===== config.mk =====
export PLATFORM = sky130hd
export DESIGN_NAME = microseq_engine
export DESIGN_NICKNAME = d
export VERILOG_FILES = /design/src/rtl/microseq_engine.sv
export SDC_FILE = /design/constraint.sdc
export NUM_CORES = 1
export LEC_CHECK = 0
export ABC_AREA = 1
export CAP_MARGIN = 25
export CORE_MARGIN = 3
export CORE_UTILIZATION = 49
export CTS_BUF_LIST = sky130_fd_sc_hd__clkbuf_16
export CTS_CLUSTER_SIZE = 28
export DETAILED_ROUTE_END_ITERATION = 10
export PLACE_DENSITY = 0.87
export SYNTH_ARGS = -nofsm -noshare
export SYNTH_HDL_FRONTEND = slang
export SYNTH_SLANG_ARGS = --single-unit

===== constraint.sdc =====
create_clock -name clk -period 1.9 [get_ports clk]
set_input_delay 0.57 -clock clk [delete_from_list [all_inputs] [get_ports clk]]
set_output_delay 0.57 -clock clk [all_outputs]
set_load 0.005 [all_outputs]

===== src/rtl/microseq_engine.sv =====
// Microcode sequencer: takes a JVM opcode as the entry address and walks the
// next-address ROM chain, emitting one micro-op address per handshake.
module microseq_engine #(
  parameter int MAX_STEPS = 64
) (
  input  logic        clk,
  input  logic        rst,
  input  logic        bc_valid,
  output logic        bc_ready,
  input  logic [7:0]  bc_opcode,
  output logic [8:0]  rom_addr,
  input  logic [8:0]  rom_data,
  output logic        uop_valid,
  input  logic        uop_ready,
  output logic [8:0]  uop_addr,
  output logic        uop_last,
  output logic        busy,
  output logic        err,
  output logic [1:0]  err_code,
  input  logic        err_clr,
  output logic [15:0] retired
);

  typedef enum logic [1:0] {IDLE, EMIT, ERR} state_t;

  localparam logic [7:0] LAST_STEP = 8'(MAX_STEPS - 1);

  state_t     state;
  logic [8:0] cur;
  logic [7:0] step_cnt;
  logic       chain_end;
  logic       bad_tgt;

  assign chain_end = (rom_data == 9'd0);
  // Targets must land in the upper half; 0x1FF is the ROM's undefined-address return.
  assign bad_tgt   = !rom_data[8] || (rom_data == 9'h1FF);

  always_ff @(posedge clk or posedge rst) begin
    if (rst) begin
      state    <= IDLE;
      cur      <= '0;
      step_cnt <= '0;
      retired  <= '0;
      err_code <= 2'b00;
    end else begin
      case (state)
        IDLE: if (bc_valid) begin
          cur      <= {1'b0, bc_opcode};
          step_cnt <= '0;
          state    <= EMIT;
        end
        EMIT: if (uop_ready) begin
          if (chain_end) begin
            retired <= retired + 16'd1;
            state   <= IDLE;
          end else if (bad_tgt) begin
            err_code <= 2'b01;
            state    <= ERR;
          end else if (step_cnt == LAST_STEP) begin
            err_code <= 2'b10;
            state    <= ERR;
          end else begin
            cur      <= rom_data;
            step_cnt <= step_cnt + 8'd1;
          end
        end
        ERR: if (err_clr) begin
          err_code <= 2'b00;
          state    <= IDLE;
        end
        default: state <= IDLE;
      endcase
    end
  end

  // Status outputs are pure decodes of the state register, so async reset drops them at once.
  assign bc_ready  = (state == IDLE);
  assign uop_valid = (state == EMIT);
  assign busy      = (state != IDLE);
  assign err       = (state == ERR);
  assign rom_addr  = cur;
  assign uop_addr  = cur;
  assign uop_last  = uop_valid ? chain_end : 1'b0;

endmodule


==> flow_summary.json <==
{
  "fin_nets": 462,
  "grt_max_degree": 38,
  "drive_gt1_share_pct": 16.28,
  "start_kind": "flip-flop",
  "critPathKind": "flip-flop to flip-flop",
  "grt_use_met3_pct": 5.083,
  "clockBufferDepth": 2,
  "die_area_um2": 5818,
  "syn-num-nets": 374,
  "grt_overflow": 0,
  "cts_made_buffers": 5,
  "synth-simple-area-share_pct": 41.11,
  "synth_area_leaders": "dfrtp_1 (38%), nand2_1 (23%), nand3_1 (6.4%)",
  "die_w_um": 76.28,
  "critPathArrivalTime_ns": 2.09,
  "syn2layout_area_growth_pct": 43.12,
  "die_y_um": 76.28,
  "io_pins": 63,
  "holdPathStages": 2,
  "hp-start": "err_code[1]$_DFFE_PP0P_",
  "grt_pass1_wl_mm": 11.28,
  "synth_top_area_share_pct": 38.26,
  "worstHoldEndpoint": "err_code[1]$_DFFE_PP0P_",
  "ys_warn_count": 0,
  "ir_worst_vdd_uv": 1146,
  "dp_hpwl_mm": 4.536,
  "yosysTopAreaCell": "dfrtp_1",
  "max_slew_margin_pct": 65.70,
  "ys_ff_latch": 37,
  "portBuffers": 62,
  "grt.total_usage_pct": 23.52,
  "cp-end-kind": "flip-flop",
  "placed_cells": 483,
  "reg2reg_depth": 9,
  "reg2reg_slack_ns": 0.02,
  "vias": 2642,
  "hold_viol_final": 0,
  "core_um2": 4564,
  "worstReg2RegEnd": "rom_addr[8]$_DFFE_PP0P_",
  "cts_num_sinks": 37,
  "dr.pass1.iters": 5,
  "insertion_delay_ns": 0.28,
  "layoutNonFillerInstCount": 501,
  "synthAdderAreaFrac_pct": 2.585,
  "post-route-drc-count": 0,
  "grtUsageMet1_pct": 29.13,
  "clk_pin_slew_ns": 0.06,
  "worstHoldPathType": "flip-flop to flip-flop",
  "grt_pass1_vias": 2480,
  "cellLeakagePower_nw": 1.803,
  "avgSynthCellArea_um2": 6.974,
  "htree_levels": 2,
  "yosysSeqAreaShare_pct": 38.26,
  "synth-edff-count": 0,
  "slew_violations": 0,
  "ant_nets": 0,
  "fin_crit_sh_pct": 98.72,
  "muxShareOfSynthArea_pct": 0,
  "root_buffer": "clkbuf_16",
  "start_util_pct": 53.02,
  "crit_required_ns": 2.12,
  "most-common-layout-cells": "nand2_1 (150), clkdlybuf4s50_1 (48), dfrtp_1 (37)",
  "synthCells": 347,
  "ys.flop_type": "dfrtp_1",
  "place_congestion": 0.9213,
  "crit_fanout": 17,
  "wire_per_inst_um": 14.13,
  "cts_tree": "built",
  "layout_commonest_cell": "nand2_1",
  "whs_ns": 0.4862,
  "worst_slew_pin_slew_ns": 0.5106,
  "finalPower_mw": 4.176,
  "initialDrtViolationCount": 185,
  "outcome": "completed",
  "met2_usage_pct": 39.54,
  "antenna_found_initial": 0,
  "setup_viol": 0,
  "synth_top_family_by_area": "simple AND/OR/NAND/NOR gates",
  "synthXorXnorAreaFrac_pct": 4.705,
  "r2r-start": "step_cnt[0]$_DFFE_PP0P_",
  "max_clock_freq_ghz": 0.5332,
  "drv_cap": 0,
  "min_period_ns": 1.876,
  "hold_buffers": 0,
  "synth_cell_types": 32,
  "synth_area_um2": 2420,
  "power_density_nw_per_um2": 1206,
  "num_rows": 24,
  "wirelength_mm": 7.081,
  "insertedDiodeCount": 0,
  "synth-compound-area-share_pct": 2.223,
  "finalClockSkew_ns": 0.004996,
  "async_reset_ff_share_pct": 100.0,
  "routed_via_density": 5.273,
  "busiest_layer": "met2"
}
worst max-delay path, stage by stage, from the launching register on:
cell and delay [ns]:
dfrtp_1 0.43, ha_1 0.26, nand2_1 0.17, nor2_2 0.17, nand3_1 0.11, nand3_1 0.15
nand2_4 0.18, nand2_8 0.18, nand2_1 0.07, nand2_1 0.07
Yosys cell counts, types with 2 or more instances:
cell type,n
nand2_1,150
buf_2,2
buf_6,3
o21ai_1,2
dfrtp_1,37
nand4_1,4
xor2_1,10
inv_1,31
o21ai_0,6
nor2_1,33
ha_1,5
nor3_1,2
clkbuf_1,2
inv_2,2
xnor2_1,3
nand3_1,31
buf_4,9
where the power goes:
group	total [mW]	switching, mW	internal (mW)
sequential	1.09	0.131	0.958
clock	0.918	0.309	0.609
combinational	2.17	1.11	1.06
total	4.18	1.55	2.63
flip-flops by register name, summed over array words and instances (netlist names):
signal and flops:
state 2, rom_addr 9, step_cnt 8, err_code 2, retired 16
logic make-up after synthesis:
kind of cell               after synthesis
and+or+nand+nor                        231
adders and majority gates                5
xor gates and xnor gates                13
buffers and inverters                   51
AOI/OAI and AO/OA                       10
DFF                                     37
layout make-up:
class / count / area [um^2]
multi-input combinational: 259 / 1279
fill: 334 / 1101
sequential: 37 / 925.9
timing repair buffer: 98 / 874.6
inverter: 34 / 140.1
clock buffer: 5 / 125.1
tap: 65 / 81.33
clock inverter: 3 / 37.54
stage by stage:
stage	setup TNS, ns	utilization, %	setup WS, ns	instance area (um^2)
after detailed placement	-7.693	69.90	-0.7165	3191
after global routing	-0.03489	75.88	-0.01871	3463
after floorplan	0	-	0.1895	2420
after CTS	-0.2088	74.67	-0.1095	3408
after global placement	-6.448	69.90	-0.7056	3191
final	0	75.88	0.02437	3463
worst max path at each step:
stage	from	to	slack, ns	cells after the start
CTS	state[0]$_DFFE_PP0P_	uop_valid	-0.11	5
floorplan	rom_data[8]	uop_last	0.19	4
global route	step_cnt[0]$_DFFE_PP0P_	rom_addr[5]$_DFFE_PP0P_	-0.02	9
finish	step_cnt[0]$_DFFE_PP0P_	rom_addr[8]$_DFFE_PP0P_	0.02	9
detailed placement	rom_data[8]	uop_last	-0.72	6
global placement	rom_data[8]	uop_last	-0.71	6
metal layers:
metal	vias to the layer above	share of wire, %
li1	1233	-
met1	1252	41
met2	133	48
met3	24	7.4
met4	0	2.6
met5	-	0
what timing repair did:
| action | CTS | global route |
|---|---|---|
| resized for setup | 29 | 29 |
| pin swaps | 8 | 8 |
| buffers inserted | 5 | 6 |
| setup endpoints to repair | 5 | 21 |
No activity file was read; power rests on OpenSTA's default activity.
